==> src/rtl/muldiv_seq.sv <==
// Multi-cycle RV64M multiply/divide sequencer for the execute stage.
// Shift-add multiply and restoring divide, one bit per cycle; div-by-zero, overflow and reserved ops resolve at capture.
module muldiv_seq (
    input  logic        clk_i,
    input  logic        reset_i,
    input  logic        start_i,
    input  logic        flush_i,
    input  logic [3:0]  op_i,
    input  logic [63:0] a_i,
    input  logic [63:0] b_i,
    output logic        exe_wait_o,
    output logic        done_o,
    output logic [63:0] result_o
);

    typedef enum logic [1:0] {S_IDLE = 2'd0, S_RUN = 2'd1, S_DONE = 2'd2} state_t;

    localparam logic [2:0] OP_MUL  = 3'd0;
    localparam logic [2:0] OP_DIV  = 3'd1;
    localparam logic [2:0] OP_DIVU = 3'd2;
    localparam logic [2:0] OP_REM  = 3'd3;
    localparam logic [2:0] OP_REMU = 3'd4;

    function automatic logic [63:0] sext32(input logic [31:0] v);
        return {{32{v[31]}}, v};
    endfunction

    state_t      state_q, state_d;
    logic [6:0]  cnt_q, cnt_d;
    logic [63:0] acc_q, acc_d;     // product accumulator / partial remainder
    logic [63:0] m_q, m_d;         // multiplicand / divisor magnitude
    logic [63:0] q_q, q_d;         // multiplier / dividend-then-quotient
    logic        mul_q, mul_d;
    logic        rem_q, rem_d;
    logic        word_q, word_d;
    logic        qneg_q, qneg_d;
    logic        rneg_q, rneg_d;
    logic [63:0] result_q, result_d;

    // Capture-time decode
    logic [2:0]  code;
    logic        word, is_mul, is_rem, is_sdiv, is_udiv, reserved;
    logic [63:0] a_ext, b_ext, a_mag, b_mag, min_neg, fast_res;
    logic        sa, sb, div_zero, ovf;

    always_comb begin
        code     = op_i[2:0];
        word     = op_i[3];
        is_mul   = (code == OP_MUL);
        is_sdiv  = (code == OP_DIV)  || (code == OP_REM);
        is_udiv  = (code == OP_DIVU) || (code == OP_REMU);
        is_rem   = (code == OP_REM)  || (code == OP_REMU);
        reserved = (code > OP_REMU);
        a_ext    = word ? (is_udiv ? {32'b0, a_i[31:0]} : sext32(a_i[31:0])) : a_i;
        b_ext    = word ? (is_udiv ? {32'b0, b_i[31:0]} : sext32(b_i[31:0])) : b_i;
        sa       = is_sdiv & a_ext[63];
        sb       = is_sdiv & b_ext[63];
        a_mag    = sa ? -a_ext : a_ext;
        b_mag    = sb ? -b_ext : b_ext;
        min_neg  = word ? 64'hFFFF_FFFF_8000_0000 : 64'h8000_0000_0000_0000;
        div_zero = (is_sdiv | is_udiv) && (b_ext == 64'd0);
        ovf      = is_sdiv && (a_ext == min_neg) && (b_ext == '1);
        fast_res = 64'd0;
        if (div_zero)
            fast_res = is_rem ? (word ? sext32(a_i[31:0]) : a_i) : '1;
        else if (ovf)
            fast_res = is_rem ? 64'd0 : a_ext;
    end

    // One iteration of the active algorithm
    logic [63:0] mul_sum, step_acc, step_m, step_q, q_fix, r_fix, raw_res, fin_res;
    logic [64:0] shifted, diff;
    logic        ge;

    always_comb begin
        mul_sum = acc_q + (q_q[0] ? m_q : 64'd0);
        shifted = {acc_q, q_q[63]};
        diff    = shifted - {1'b0, m_q};
        ge      = ~diff[64];
        if (mul_q) begin
            step_acc = mul_sum;
            step_m   = m_q << 1;
            step_q   = q_q >> 1;
        end else begin
            step_acc = ge ? diff[63:0] : shifted[63:0];
            step_m   = m_q;
            step_q   = {q_q[62:0], ge};
        end
        q_fix   = qneg_q ? -step_q : step_q;
        r_fix   = rneg_q ? -step_acc : step_acc;
        raw_res = mul_q ? step_acc : (rem_q ? r_fix : q_fix);
        fin_res = word_q ? sext32(raw_res[31:0]) : raw_res;
    end

    always_ff @(posedge clk_i) begin
        if (reset_i) begin
            state_q  <= S_IDLE;
            cnt_q    <= 7'd0;
            acc_q    <= 64'd0;
            m_q      <= 64'd0;
            q_q      <= 64'd0;
            mul_q    <= 1'b0;
            rem_q    <= 1'b0;
            word_q   <= 1'b0;
            qneg_q   <= 1'b0;
            rneg_q   <= 1'b0;
            result_q <= 64'd0;
        end else begin
            state_q  <= state_d;
            cnt_q    <= cnt_d;
            acc_q    <= acc_d;
            m_q      <= m_d;
            q_q      <= q_d;
            mul_q    <= mul_d;
            rem_q    <= rem_d;
            word_q   <= word_d;
            qneg_q   <= qneg_d;
            rneg_q   <= rneg_d;
            result_q <= result_d;
        end
    end

    always_comb begin
        state_d    = state_q;
        cnt_d      = cnt_q;
        acc_d      = acc_q;
        m_d        = m_q;
        q_d        = q_q;
        mul_d      = mul_q;
        rem_d      = rem_q;
        word_d     = word_q;
        qneg_d     = qneg_q;
        rneg_d     = rneg_q;
        result_d   = result_q;
        exe_wait_o = 1'b0;
        done_o     = 1'b0;
        case (state_q)
            S_IDLE: begin
                if (start_i && !flush_i) begin
                    exe_wait_o = 1'b1;
                    mul_d      = is_mul;
                    rem_d      = is_rem;
                    word_d     = word;
                    qneg_d     = sa ^ sb;
                    rneg_d     = sa;
                    acc_d      = 64'd0;
                    m_d        = is_mul ? a_ext : b_mag;
                    q_d        = is_mul ? b_ext : (word ? {a_mag[31:0], 32'd0} : a_mag);
                    if (reserved || div_zero || ovf) begin
                        result_d = fast_res;
                        state_d  = S_DONE;
                    end else begin
                        cnt_d   = word ? 7'd31 : 7'd63;
                        state_d = S_RUN;
                    end
                end
            end
            S_RUN: begin
                exe_wait_o = 1'b1;
                acc_d      = step_acc;
                m_d        = step_m;
                q_d        = step_q;
                if (cnt_q == 7'd0) begin
                    result_d = fin_res;
                    state_d  = S_DONE;
                end else begin
                    cnt_d = cnt_q - 7'd1;
                end
            end
            S_DONE: begin
                done_o  = 1'b1;
                state_d = S_IDLE;
            end
            default: state_d = S_IDLE;
        endcase
        // Flush aborts without publishing anything
        if (flush_i) begin
            state_d  = S_IDLE;
            result_d = result_q;
            done_o   = 1'b0;
        end
    end

    assign result_o = result_q;

endmodule
==> config.mk <==
export PLATFORM = sky130hd
export DESIGN_NAME = muldiv_seq
export DESIGN_NICKNAME = d
export VERILOG_FILES = /design/src/rtl/muldiv_seq.sv
export SDC_FILE = /design/constraint.sdc
export NUM_CORES = 2
export LEC_CHECK = 0
export ABC_AREA = 1
export BUFFER_PORTS_ARGS = -buffer_cell sky130_fd_sc_hd__buf_2
export CORE_ASPECT_RATIO = 1.5
export CORE_MARGIN = 2
export CORE_UTILIZATION = 49
export CTS_CLUSTER_DIAMETER = 80
export CTS_CLUSTER_SIZE = 28
export DETAILED_ROUTE_END_ITERATION = 8
export PLACE_DENSITY_LB_ADDON = 0.05
export SLEW_MARGIN = 30
export SYNTH_ARGS = -nofsm -noshare
export SYNTH_HDL_FRONTEND = slang
export SYNTH_SLANG_ARGS = --single-unit
export TNS_END_PERCENT = 5
==> constraint.sdc <==
create_clock -name clk_i -period 9.4 [get_ports clk_i]
set_clock_uncertainty 0.2 [all_clocks]
set_input_delay 0.47 -clock clk_i [delete_from_list [all_inputs] [get_ports clk_i]]
set_output_delay 0.47 -clock clk_i [all_outputs]
set_load 0.01 [all_outputs]
==> results.cfg <==
[run_status]
outcome = finished, final reports clean

[place]
dp.cells = 7878
gp_congestion = 1.13
io_buffer_count = 201
dpl_worst_slack_ns = 2.70
postPlaceCellArea_um2 = 38000
hpwl_um = 166000

[final_layout]
final_util_pct = 52.3
area_growth_pct = 5.67
nNetsFinal = 7176
layout_common_cells = 2058 x nand2_1, 1059 x inv_1, 748 x nor2_1
final_area_um2 = 38600
instances_no_fill = 7910
final_common_cell = nand2_1
drive_above_1_share_pct = 6.34

[logic_synthesis]
synth_top_family_by_area = simple AND/OR/NAND/NOR gates
synth_compound_gate_area_share_pct = 21.4
synthFlopType = dfxtp_1
syn_area_um2 = 36500
muxShareOfSynthArea_pct = 0.329
syn_nets = 7184
yosysWarnings = 0
yosys.area_share.simple_pct = 41.9
synth_cell_types = 63
ys_seq_area_share_pct = 14.8
ys_ff_latch = 270
synth-adder-area-share_pct = 4.67
async_flop_share_pct = 0
synth_edf_count = 0
synth_xor_xnor_area_share_pct = 2.57
syn-instance-count = 6913
avgSynthCellArea_um2 = 5.28

[critical_path]
worstPathArrival_ns = 7.26
worstPathMaxFanout = 59
worst-endpoint-required_ns = 9.72
r2r_cells = 32
cp-end-kind = flip-flop
start_kind = flip-flop
r2r_start = m_q[47]$_SDFFE_PP0P_
r2r-end = result_o[56]$_SDFFE_PP0P_
cpMaxStageDelayCell = nand2_4
path_class = flip-flop to flip-flop
max_stage_delay_ns = 0.66
crit_end = result_o[56]$_SDFFE_PP0P_
path_common_cell = nand2_1
reg2reg_setup_slack_ns = 2.46
crit_start = m_q[47]$_SDFFE_PP0P_

[clock_tree]
clock-root-buffer = clkbuf_16
cts_resized = 0
clkLatencyLatePin_ns = 0.60
cts_tree = done
cts_buffer_depth = 3
numCtsBuffers = 17
post_cts_buffers = 0
path_clk_slew_ns = 0.12
cts.htree.levels = 1
holdBufCountCts = 0
clock_sink_count = 270

[detailed_routing]
drc = 0
avgViaCountPerCell = 6.18
routedWlPerCell_um = 26.2
drt_pass1_iterations = 7
vias = 48923
drt_iter0_drc = 7422
ant_nets = 0
drt-total-wl_um = 207000

[sta]
fin_setup_tns_ns = 0
holdWs_ns = 0.0206
worst_pin_slew_ns = 1.10
drv_slew = 0
max_freq_ghz = 0.144
rsz0062_at_grt = false
relSlewSlack_pct = 25.9
fin_ws_ns = 2.46
setup_viol = 0
fin_crit_sh_pct = 73.8
hold_viol = 0
period_minus_slack_ns = 6.94

[power_and_ir_drop]
fin_total_pwr_mw = 5.00
leakage_nw = 19.6
p_per_area_nw_per_um2 = 129
ir_drop_mv = 0.185

[global_routing]
grt_pass1_wl_um = 299000
grt_max_degree = 92
antenna_found_initial = 9
grt_overflow_total = 0
grtUsageTotal_pct = 52.9
grt_pass1_vias = 45902

[die]
die_area_um2 = 76800
start_util_pct = 49.5
core_um2 = 73700
die_h_um = 338
rows = 122
dieWidth_um = 227
io_pins = 202

[hold_path]
hp-class = input port to flip-flop

[job]
drv_cap = 0
==> metal layers <==
layer	global-route usage, %	vias to the layer above	share of wire [%]
li1	-	22349	-
met1	54.9	21790	32
met2	80.4	3599	43
met3	15.5	1179	11
met4	58.7	6	14
met5	0.129	-	0.019
==> power breakdown <==
| part | internal (mW) | total (mW) | leakage (nW) | switching [mW] |
|---|---|---|---|---|
| Combinational | 0.660 | 2.88 | 17.1 | 2.22 |
| Sequential | 1.19 | 1.23 | 2.19 | 0.0384 |
| Clock | 0.368 | 0.889 | 0.277 | 0.521 |
| Total | 2.21 | 5.00 | 19.6 | 2.78 |
==> sequential cells by signal (all words and copies together), names as in the netlist <==
| register | count |
|---|---|
| state_q | 2 |
| rem_q | 1 |
| m_q | 64 |
| cnt_q | 7 |
| rneg_q | 1 |
| acc_q | 64 |
| result_o | 64 |
| q_q | 64 |
| word_q | 1 |
| mul_q | 1 |
| qneg_q | 1 |
==> cell usage after synthesis, types with 9 or more instances <==
cell type / count / area (um^2)
nand2_1: 2060 / 7730
inv_1: 1065 / 4000
nor2_1: 755 / 2830
a21oi_1: 594 / 2970
nand3_1: 437 / 2190
o21ai_0: 428 / 2140
dfxtp_1: 270 / 5410
clkbuf_1: 198 / 743
ha_1: 133 / 1660
nand4_1: 104 / 651
nor3_1: 100 / 500
o211ai_1: 87 / 653
a31oi_1: 78 / 488
xor2_1: 77 / 674
or2_2: 51 / 319
o221ai_1: 48 / 420
nor4_1: 40 / 250
a22oi_1: 36 / 270
nand3b_1: 34 / 255
buf_1: 32 / 120
xnor2_1: 30 / 263
buf_2: 25 / 125
nand2_2: 20 / 125
o21ai_1: 20 / 100
o21bai_1: 18 / 135
o31ai_1: 18 / 135
buf_6: 15 / 169
inv_2: 15 / 56.3
nor2_2: 13 / 81.3
mux2i_1: 12 / 120
o21ai_2: 12 / 105
a21o_1: 10 / 75.1
nand3_2: 9 / 90.1
==> worst max-delay path: cells and delay by family, from the launching register on <==
family                   cells  cell delay [ns]
adder cells (fa/ha/maj)      2             0.52
buffers and inverters        3             0.26
AO/OA/AOI/OAI                9             2.16
flip-flops                   1             0.38
AND/OR/NAND/NOR             18             3.30
==> area by class of cell <==
type / instances / area, um^2
flip-flops and latches: 270 / 5410
clock buffers: 19 / 433
inverters: 1083 / 4070
fillers: 8158 / 35100
well taps: 992 / 1240
diodes: 5 / 12.5
multi-input cells: 5286 / 25900
clock inverters: 8 / 146
repair buffers: 247 / 1360
==> kinds of logic (layout without fill, tap and decap cells) <==
kind of cell / after synthesis / count (layout)
compound gates: 1385 / 1385
simple gates: 3647 / 3647
mux: 12 / 12
flops: 270 / 270
xor+xnor: 107 / 107
buf+inv: 1357 / 1357
fa+ha+maj: 135 / 135
other cells: 0 / 5
==> worst min-delay path by stage <==
stage                                    from                         to  slack [ns]  depth (start not counted)
finish                                flush_i    state_q[0]$_SDFFE_PP0P_        0.02                          4
detailed placement  result_o[59]$_SDFFE_PP0P_  result_o[59]$_SDFFE_PP0P_        0.26                          2
global route                           b_i[8]        q_q[8]$_SDFFE_PP0P_        0.05                          3
CTS                                   b_i[10]       q_q[10]$_SDFFE_PP0P_        0.03                          3
global placement        cnt_q[0]$_SDFFE_PP0P_      cnt_q[0]$_SDFFE_PP0P_        0.25                          1
floorplan               cnt_q[0]$_SDFFE_PP0P_      cnt_q[0]$_SDFFE_PP0P_        0.23                          1
Note: power is estimated with default switching activity, not from simulation.
